===== src/rtl/uart_core_param.sv =====
// Full-duplex 16x-oversampled UART with parameterised data width and stop bits.
// Define UART_PARITY_EN to add a parity bit; PARITY_ODD then selects odd parity.
module uart_core_param #(
  parameter int CLK_HZ     = 50_000_000,
  parameter int BAUD       = 9600,
  parameter int DATA_W     = 8,
  parameter int STOP_BITS  = 1,
  parameter int PARITY_ODD = 0
) (
  input  logic              clock,
  input  logic              rst_n,
  input  logic              RXD,
  output logic              TXD,
  input  logic [DATA_W-1:0] tx_data,
  input  logic              tx_valid,
  output logic              tx_ready,
  output logic [DATA_W-1:0] rx_data,
  output logic              rx_valid,
  input  logic              rx_ready,
  output logic              rx_frame_err,
  output logic              rx_parity_err,
  output logic              rx_overrun
);

  localparam int OS_DIV   = CLK_HZ / (BAUD * 16);
  localparam int OS_W     = (OS_DIV > 1) ? $clog2(OS_DIV) : 1;
  localparam int BIT_CLKS = 16 * OS_DIV;
  localparam int BT_W     = $clog2(BIT_CLKS);
  localparam logic [OS_W-1:0] OS_LAST   = OS_W'(OS_DIV - 1);
  localparam logic [BT_W-1:0] BT_LAST   = BT_W'(BIT_CLKS - 1);
  localparam logic [3:0]      DATA_LAST = 4'(DATA_W - 1);
  localparam logic [3:0]      STOP_LAST = 4'(STOP_BITS - 1);

  if (DATA_W < 5 || DATA_W > 9 || STOP_BITS < 1 || STOP_BITS > 2 ||
      PARITY_ODD < 0 || PARITY_ODD > 1) begin : g_bad_params
    $error("uart_core_param: DATA_W 5..9, STOP_BITS 1..2, PARITY_ODD 0..1");
  end

  function automatic logic maj3(input logic a, input logic b, input logic c);
    return (a & b) | (a & c) | (b & c);
  endfunction

`ifdef UART_PARITY_EN
  function automatic logic par_bit(input logic [DATA_W-1:0] d);
    return (^d) ^ 1'(PARITY_ODD);
  endfunction
`endif

  typedef enum logic [2:0] {
    RX_IDLE, RX_START, RX_DATA,
`ifdef UART_PARITY_EN
    RX_PARITY,
`endif
    RX_STOP, RX_BREAK
  } rx_state_t;

  typedef enum logic [2:0] {
    TX_IDLE, TX_START, TX_DATA,
`ifdef UART_PARITY_EN
    TX_PARITY,
`endif
    TX_STOP
  } tx_state_t;

  logic [OS_W-1:0]   os_cnt;
  logic              os_tick;
  logic              rxd_p0, rxd_p1;
  rx_state_t         rx_state, rx_state_nxt;
  logic [3:0]        rx_tick, rx_bit;
  logic [1:0]        rx_samp;
  logic [DATA_W-1:0] rx_shreg;
  logic              rx_mid, rx_bit_end, rx_maj, rx_commit, rx_ferr_nxt, rx_perr_nxt;
  tx_state_t         tx_state, tx_state_nxt;
  logic [BT_W-1:0]   tx_timer;
  logic [3:0]        tx_bit, tx_bit_nxt;
  logic [DATA_W-1:0] tx_buf;
  logic              tx_bit_end, tx_buf_bit, txd_nxt;

  assign os_tick = (os_cnt == OS_LAST);

  always_ff @(posedge clock or negedge rst_n) begin
    if (!rst_n) os_cnt <= '0;
    else if (os_tick) os_cnt <= '0;
    else os_cnt <= os_cnt + 1'b1;
  end

  // RXD synchroniser stages p0 -> p1
  always_ff @(posedge clock or negedge rst_n) begin
    if (!rst_n) begin
      rxd_p0 <= 1'b1;
      rxd_p1 <= 1'b1;
    end else begin
      rxd_p0 <= RXD;
      rxd_p1 <= rxd_p0;
    end
  end

  assign rx_mid     = os_tick && (rx_tick == 4'd9);
  assign rx_bit_end = os_tick && (rx_tick == 4'd15);
  assign rx_maj     = maj3(rx_samp[0], rx_samp[1], rxd_p1);

  always_comb begin
    rx_state_nxt = rx_state;
    rx_commit    = 1'b0;
    rx_ferr_nxt  = 1'b0;
    case (rx_state)
      RX_IDLE:  if (!rxd_p1) rx_state_nxt = RX_START;
      RX_START: begin
        if (rx_mid && rx_maj) rx_state_nxt = RX_IDLE;
        else if (rx_bit_end) rx_state_nxt = RX_DATA;
      end
`ifdef UART_PARITY_EN
      RX_DATA:   if (rx_bit_end && rx_bit == DATA_LAST) rx_state_nxt = RX_PARITY;
      RX_PARITY: if (rx_bit_end) rx_state_nxt = RX_STOP;
`else
      RX_DATA:   if (rx_bit_end && rx_bit == DATA_LAST) rx_state_nxt = RX_STOP;
`endif
      RX_STOP: begin
        // Leave mid stop bit so the next start edge is caught without slip
        if (rx_mid) begin
          rx_commit    = 1'b1;
          rx_ferr_nxt  = !rx_maj;
          rx_state_nxt = rx_maj ? RX_IDLE : RX_BREAK;
        end
      end
      RX_BREAK: if (rxd_p1) rx_state_nxt = RX_IDLE;
      default:  rx_state_nxt = RX_IDLE;
    endcase
  end

  always_ff @(posedge clock or negedge rst_n) begin
    if (!rst_n) begin
      rx_state <= RX_IDLE;
      rx_tick  <= '0;
      rx_bit   <= '0;
    end else begin
      rx_state <= rx_state_nxt;
      if (rx_state == RX_IDLE) begin
        rx_tick <= '0;
        rx_bit  <= '0;
      end else begin
        if (os_tick) rx_tick <= rx_tick + 4'd1;
        if (rx_state == RX_DATA && rx_bit_end) rx_bit <= rx_bit + 4'd1;
      end
    end
  end

`ifdef UART_PARITY_EN
  logic rx_par;
  always_ff @(posedge clock) begin
    if (rx_state == RX_PARITY && rx_mid) rx_par <= rx_maj;
  end
  assign rx_perr_nxt = (rx_par != par_bit(rx_shreg));
`else
  assign rx_perr_nxt = 1'b0;
`endif

  always_ff @(posedge clock) begin
    if (os_tick && rx_tick == 4'd7) rx_samp[0] <= rxd_p1;
    if (os_tick && rx_tick == 4'd8) rx_samp[1] <= rxd_p1;
    if (rx_state == RX_DATA && rx_mid) rx_shreg <= {rx_maj, rx_shreg[DATA_W-1:1]};
  end

  always_ff @(posedge clock or negedge rst_n) begin
    if (!rst_n) begin
      rx_valid      <= 1'b0;
      rx_data       <= '0;
      rx_frame_err  <= 1'b0;
      rx_parity_err <= 1'b0;
      rx_overrun    <= 1'b0;
    end else begin
      rx_overrun <= 1'b0;
      if (rx_commit && (!rx_valid || rx_ready)) begin
        rx_valid      <= 1'b1;
        rx_data       <= rx_shreg;
        rx_frame_err  <= rx_ferr_nxt;
        rx_parity_err <= rx_perr_nxt;
      end else if (rx_commit) begin
        rx_overrun <= 1'b1;
      end else if (rx_valid && rx_ready) begin
        rx_valid <= 1'b0;
      end
    end
  end

  assign tx_ready   = (tx_state == TX_IDLE);
  assign tx_bit_end = (tx_timer == BT_LAST);

  always_comb begin
    tx_state_nxt = tx_state;
    tx_bit_nxt   = tx_bit;
    case (tx_state)
      TX_IDLE: if (tx_valid) begin
        tx_state_nxt = TX_START;
        tx_bit_nxt   = '0;
      end
      TX_START: if (tx_bit_end) tx_state_nxt = TX_DATA;
      TX_DATA: if (tx_bit_end) begin
        if (tx_bit == DATA_LAST) begin
`ifdef UART_PARITY_EN
          tx_state_nxt = TX_PARITY;
`else
          tx_state_nxt = TX_STOP;
`endif
          tx_bit_nxt = '0;
        end else begin
          tx_bit_nxt = tx_bit + 4'd1;
        end
      end
`ifdef UART_PARITY_EN
      TX_PARITY: if (tx_bit_end) tx_state_nxt = TX_STOP;
`endif
      TX_STOP: if (tx_bit_end) begin
        if (tx_bit == STOP_LAST) tx_state_nxt = TX_IDLE;
        else tx_bit_nxt = tx_bit + 4'd1;
      end
      default: tx_state_nxt = TX_IDLE;
    endcase

    tx_buf_bit = 1'b1;
    for (int i = 0; i < DATA_W; i++) begin
      if (tx_bit_nxt == 4'(i)) tx_buf_bit = tx_buf[i];
    end

    // TXD is registered from the next state so the pin never glitches
    case (tx_state_nxt)
      TX_START:  txd_nxt = 1'b0;
      TX_DATA:   txd_nxt = tx_buf_bit;
`ifdef UART_PARITY_EN
      TX_PARITY: txd_nxt = par_bit(tx_buf);
`endif
      default:   txd_nxt = 1'b1;
    endcase
  end

  always_ff @(posedge clock or negedge rst_n) begin
    if (!rst_n) begin
      tx_state <= TX_IDLE;
      tx_timer <= '0;
      tx_bit   <= '0;
      TXD      <= 1'b1;
    end else begin
      tx_state <= tx_state_nxt;
      tx_bit   <= tx_bit_nxt;
      TXD      <= txd_nxt;
      if (tx_state == TX_IDLE || tx_bit_end) tx_timer <= '0;
      else tx_timer <= tx_timer + 1'b1;
    end
  end

  always_ff @(posedge clock) begin
    if (tx_valid && tx_ready) tx_buf <= tx_data;
  end

endmodule


===== config.mk =====
export PLATFORM = sky130hd
export DESIGN_NAME = uart_core_param
export DESIGN_NICKNAME = d
export VERILOG_FILES = /design/src/rtl/uart_core_param.sv
export SDC_FILE = /design/constraint.sdc
export NUM_CORES = 1
export LEC_CHECK = 0
export ABC_AREA = 1
export BUFFER_PORTS_ARGS = -buffer_cell sky130_fd_sc_hd__buf_2
export CORE_MARGIN = 2
export CORE_UTILIZATION = 45
export DETAILED_ROUTE_END_ITERATION = 6
export PLACE_DENSITY = 0.64
export SYNTH_ARGS = -nofsm -noshare
export SYNTH_HDL_FRONTEND = slang
export SYNTH_SLANG_ARGS = --single-unit

===== constraint.sdc =====
create_clock -name clock -period 4.7 [get_ports clock]
set_input_delay 0.47 -clock clock [delete_from_list [all_inputs] [get_ports clock]]
set_output_delay 0.47 -clock clock [all_outputs]
set_load 0.01 [all_outputs]

* Yosys cells after proc, flatten, opt, wreduce, memory -nomap -nowiden *
Cells that the tools add are included.

word-level totals
  flip-flop bits (word level) = 72
  output and inout port bits = 14
  logic and storage cells = 127

operators by class
  reductions and logical operators = 24
  bitwise gates (word level) = 5
  muxes and demuxes = 45
  add/subtract/negate cells = 5
  eq/ne operators = 30

operator list
  operator                                                                number
  3-bit two-way mux                                                       13
  4-bit two-way mux                                                       9
  4-bit by 3-bit equality test with 1-bit output (second input constant)  7
  1-bit two-way mux                                                       17
  3-bit by 2-bit equality test with 1-bit output (second input constant)  5
  3-bit case mux with 5 select lines                                      1
  13-bit by 1-bit adder with 13-bit output (second input constant)        1
  13-bit equality test (second input constant)                            1
  13-bit two-way mux                                                      1
  4-bit by 1-bit adder with 4-bit output (second input constant)          3
  4-bit equality test (second input constant)                             3
  3-bit case mux with 4 select lines                                      1
  4-bit case mux with 3 select lines                                      1
  1-bit logical AND                                                       11
  9-bit by 1-bit adder with 9-bit output (second input constant)          1
  3-bit by 1-bit equality test with 1-bit output (second input constant)  3
  9-bit equality test (second input constant)                             1
  9-bit two-way mux                                                       1
  4-bit by 2-bit equality test with 1-bit output (second input constant)  2
  4-bit zero test                                                         2
  2-bit inequality test (second input constant)                           4
  3-bit zero test                                                         2
  2-bit nonzero test                                                      3
  5-bit AND reduction                                                     1
  10 further kinds                                                        15

* Longest topological paths before layout *
  depth after elaboration = 14
  depth in mapped cells = 15
  mapped depth without buffers = 15

* Worst setup path after synthesis *
No wires, ideal clock.

  path kind = register to register
  start = register os_cnt[0]
  end = register rx_shreg[0] (enable)
  arrival = 1.469 ns
  required time = 4.330 ns
  cell stages (with the launch flop) = 9
  setup slack = 2.861 ns
  library setup time = 0.370 ns
  period minus slack after synthesis = 1.839 ns
  cells stage by stage = dfrtp_1 -> inv_1 -> ha_1 -> nand2_1 -> nor3_2 -> nand2_4 -> inv_2 -> nand2_2 -> nor2_1

on the way
  cells in the longest elaborated chain, start to end = 3

ends and longest elaborated chain
  item                      line  text
  start: declaration        65    logic [OS_W-1:0] os_cnt;
  start signal: assignment  84    else os_cnt <= os_cnt + 1'b1;
  9-bit equality test       79    assign os_tick = (os_cnt == OS_LAST);
  1-bit logical AND         98    assign rx_mid = os_tick && (rx_tick == 4'd9);
  1-bit logical AND         161   if (rx_state == RX_DATA && rx_mid) rx_shreg <= {rx_maj, rx_shreg[DATA_W-1:1]};
  end signal: assignment    161
  end: declaration          71    logic [DATA_W-1:0] rx_shreg;

Every way passes these cells.
A chain may end at the register's enable or synchronous reset.

* Worst setup path in the final report *
  start = register tx_timer[0]
  end = register TXD

on the way
  cells in the longest elaborated chain, start to end = 13
  elaborated cells on any way between the ends = 27
  classes of those cells = 10 x eq/ne; 16 x mux; 1 x reduce/logical

ends and longest elaborated chain
  item                                         line      text
  start: declaration                           74        logic [BT_W-1:0] tx_timer;
  start signal: assignment                     247       else tx_timer <= tx_timer + 1'b1;
  13-bit equality test *                       187       assign tx_bit_end = (tx_timer == BT_LAST);
  4-bit two-way mux, on equally long branches  213, 198
  4-bit case mux with 3 select lines           192       case (tx_state)
  4-bit zero test                              222       if (tx_bit_nxt == 4'(i)) tx_buf_bit = tx_buf[i];
  1-bit two-way mux (8 in a row)               222
  1-bit case mux with 2 select lines *         226       case (tx_state_nxt)
  named net txd_nxt                            77        logic tx_bit_end, tx_buf_bit, txd_nxt;
  end signal: assignment                       245       TXD <= txd_nxt;
  end: declaration                             13        output logic TXD,

Mark *: on every way through the listed nets, which the timed path passes. The rest lies on a longest branch.

==> impl_metrics.ini <==
[run_status]
outcome = finished clean

[synth]
avgSynthCellArea_um2 = 9.46
syn_inst = 376
synth_area_leaders = dfrtp_1 (36%), edfxtp_1 (15%), inv_1 (6.4%), nand2_1 (5.4%), nor2_1 (4.4%)
synth.distinct_cells = 49
syn_area_mm2 = 0.00356
ys_ff_latch = 72
synth_ff_type = dfrtp_1
synth_largest_area_cell = dfrtp_1
ys_async_sr_fraction_pct = 75.0
synth.top_cell.area_share_pct = 35.9
synth-seq-area-share_pct = 53.3
yosys_warnings = 0
synth-edff-count = 18

[grt]
gr-usage-all-layers_pct = 16.0
antenna_found_initial = 0
grt_pass1_vias = 2399
globalRouteOverflowTotal = 0
grt_max_degree = 55
grt_pass1_wl_um = 11000

[detailed_routing]
wl_met3_um = 219
firstDrtPassIters = 4
wl_per_cell_um = 11.9
routed_wirelength_um = 6170
final_antenna_net_count = 0
vias_per_cell = 4.85
vias = 2510
met1_length_um = 2920
met2WireLength_um = 2940
drc = 0
drtIter0Drc = 113
top_layer = met4

[cts]
clk_latency_ns = 0.34
path_clk_slew_ns = 0.08
cts_tree = done
cts_resized = 0
cts_setup_buffers = 0
cts_buffers = 9
cts_root_buf = clkbuf_8
cts_buffer_depth = 2
postCtsHoldBufs = 0
clkSinkCount = 72
h-tree-depth = 3

[final_layout]
area_delta_synth_final_pct = 12.1
drive_gt1_share_pct = 20.0
final-seq-area_mm2 = 0.00190
final_cell_area_mm2 = 0.00399
n_fill_cell = 721
multi_input_area_mm2 = 0.00139
stdcell_count = 518
post-route-util_pct = 51.9
nets = 433
antenna_cells = 0

[timing]
rsz0062_at_grt = false
fin_crit_sh_pct = 43.7
fmax_mhz = 487
worst_pin_slew_ns = 0.668
min_period_ns = 2.05
finalHoldViolCount = 0
slew_headroom_pct = 55.5
setup_viol = 0
finalSetupTns_ns = 0
setup_slack_ns = 2.65
slew_violations = 0
finalClockSkew_ns = 0.0130

[floorplan]
die_w_um = 92.9
row_count = 32
die_area_mm2 = 0.00863
pin_count = 27
core_area_mm2 = 0.00769
start_util_pct = 46.3
fp.dieH_um = 92.9

[setup_path]
critical_path.max_fanout = 11
worstPathRequired_ns = 4.97
start_kind = register
crit_type = register to register
cp.arrival_ns = 2.33
cp-end-kind = register

[placed_design]
dp_hpwl_um = 4520
pre_cts_slack_ns = 2.66
placed_area_mm2 = 0.00380
placed_cells = 502
gp_congestion = 0.907
port_buffers = 25

[pwr]
p_leak_uw = 0.00190
worst_ir_drop_vdd_mv = 0.176
p_per_area_mw_per_mm2 = 302

[worst_hold_path]
holdCritPathClass = input pin to register

[flow_run]
drv_cap = 0
==> placed cells by master (no fill, tap or decap), drive strengths merged, types with 2 or more instances in the layout <==
cell type,synthesis,final
buf,2,26
dfrtp,51,51
and3,2,2
clkinv,0,3
o22ai,2,2
nand2,56,56
conb,1,2
nor3b,5,5
nor2,47,47
clkbuf,1,12
o21ai,17,17
edfxtp,18,18
a31oi,3,3
nand3b,3,3
xor2,4,4
a21oi,13,13
a22oi,2,2
nor3,17,17
dfstp,3,3
inv,68,68
nor4,2,2
ha,9,9
mux2,8,8
nand4,3,3
nand3,32,32
==> stage by stage <==
step                      hold WS (ns)  power (µW)
after floorplan                  0.174         718
after detailed placement         0.349         743
after global placement           0.348         742
final                            0.230        1200
after CTS                        0.217        1220
after global routing             0.212        1260
==> report_power, final <==
part | internal, µW | total, µW | switching [µW] | leakage (µW)
Clock | 258 | 475 | 218 | 0.000100
Sequential | 658 | 671 | 12.8 | 0.000880
Combinational | 21.6 | 57.8 | 36.1 | 0.000922
Total | 937 | 1200 | 267 | 0.00190
==> synthesized netlist by cell type, types with 4 or more instances <==
| library cell | count |
|---|---|
| inv_1 | 61 |
| nor2_1 | 42 |
| nor3_1 | 13 |
| nor3b_1 | 5 |
| mux2_2 | 7 |
| inv_2 | 7 |
| nand2_2 | 4 |
| ha_1 | 9 |
| xor2_1 | 4 |
| o21ai_0 | 12 |
| edfxtp_1 | 18 |
| nand3_2 | 4 |
| a21oi_1 | 12 |
| dfrtp_1 | 51 |
| nand2_1 | 51 |
| nand3_1 | 27 |
==> cell families after synthesis <==
| group | after synthesis | share of synthesized area (%) |
|---|---|---|
| xor+xnor | 5 | 1.23 |
| compound gates | 42 | 7.28 |
| flops | 72 | 53.3 |
| fa+ha+maj | 9 | 3.17 |
| mux | 8 | 2.53 |
| simple gates | 168 | 24.6 |
| buf+inv | 71 | 7.81 |
| other cells | 1 | 0.105 |
==> routing by layer <==
| metal | global-route usage, % | up-vias |
|---|---|---|
| met5 | 0 | - |
| met4 | 5.88 | 0 |
| met3 | 3.91 | 7 |
| met2 | 24.9 | 51 |
| met1 | 21.9 | 1161 |
| li1 | - | 1291 |
==> critical path: stages (launching register included) <==
cell	delay, ns
dfrtp_1	0.37
ha_1	0.20
nand3_2	0.15
nor2_4	0.15
nand3_2	0.22
a21oi_1	0.21
nand3_1	0.17
nand3b_1	0.14
nand3_1	0.08
nand2_1	0.07
nand2_1	0.05
nand3_1	0.06
nand2_1	0.05
inv_1	0.06
==> worst paths after layout <==
| kind | start | end | slack (ns) | cells past startpoint |
|---|---|---|---|---|
| setup / recovery | tx_timer[0] | TXD | 2.65 | 13 |
| hold / removal | RXD | rxd_p0 | 0.23 | 1 |
| setup reg to reg | tx_timer[0] | TXD | 2.65 | 13 |
| hold reg to reg | rxd_p0 | rxd_p1 | 0.36 | 0 |
| max in group asynchronous | rst_n | tx_bit[3] | 3.99 | 2 |
| min in group asynchronous | rst_n | tx_timer[3] | 0.24 | 2 |
==> sequential cells by signal (all words and copies together), names as in the netlist, 2 cells and up <==
register	flops
os_cnt	9
rx_bit	4
rx_data	8
rx_samp	2
rx_shreg	8
rx_state	3
rx_tick	4
tx_bit	4
tx_buf	8
tx_state	3
tx_timer	13
==> final cells by class <==
type	count	share of cell area, %
Sequential cell	72	47.5
Tap cell	102	3.20
Inverter	68	6.40
Clock inverter	4	1.13
Timing Repair Buffer	26	3.33
Clock buffer	12	3.64
Multi-Input combinational cell	234	34.8
(Power assumes the default switching activity.)
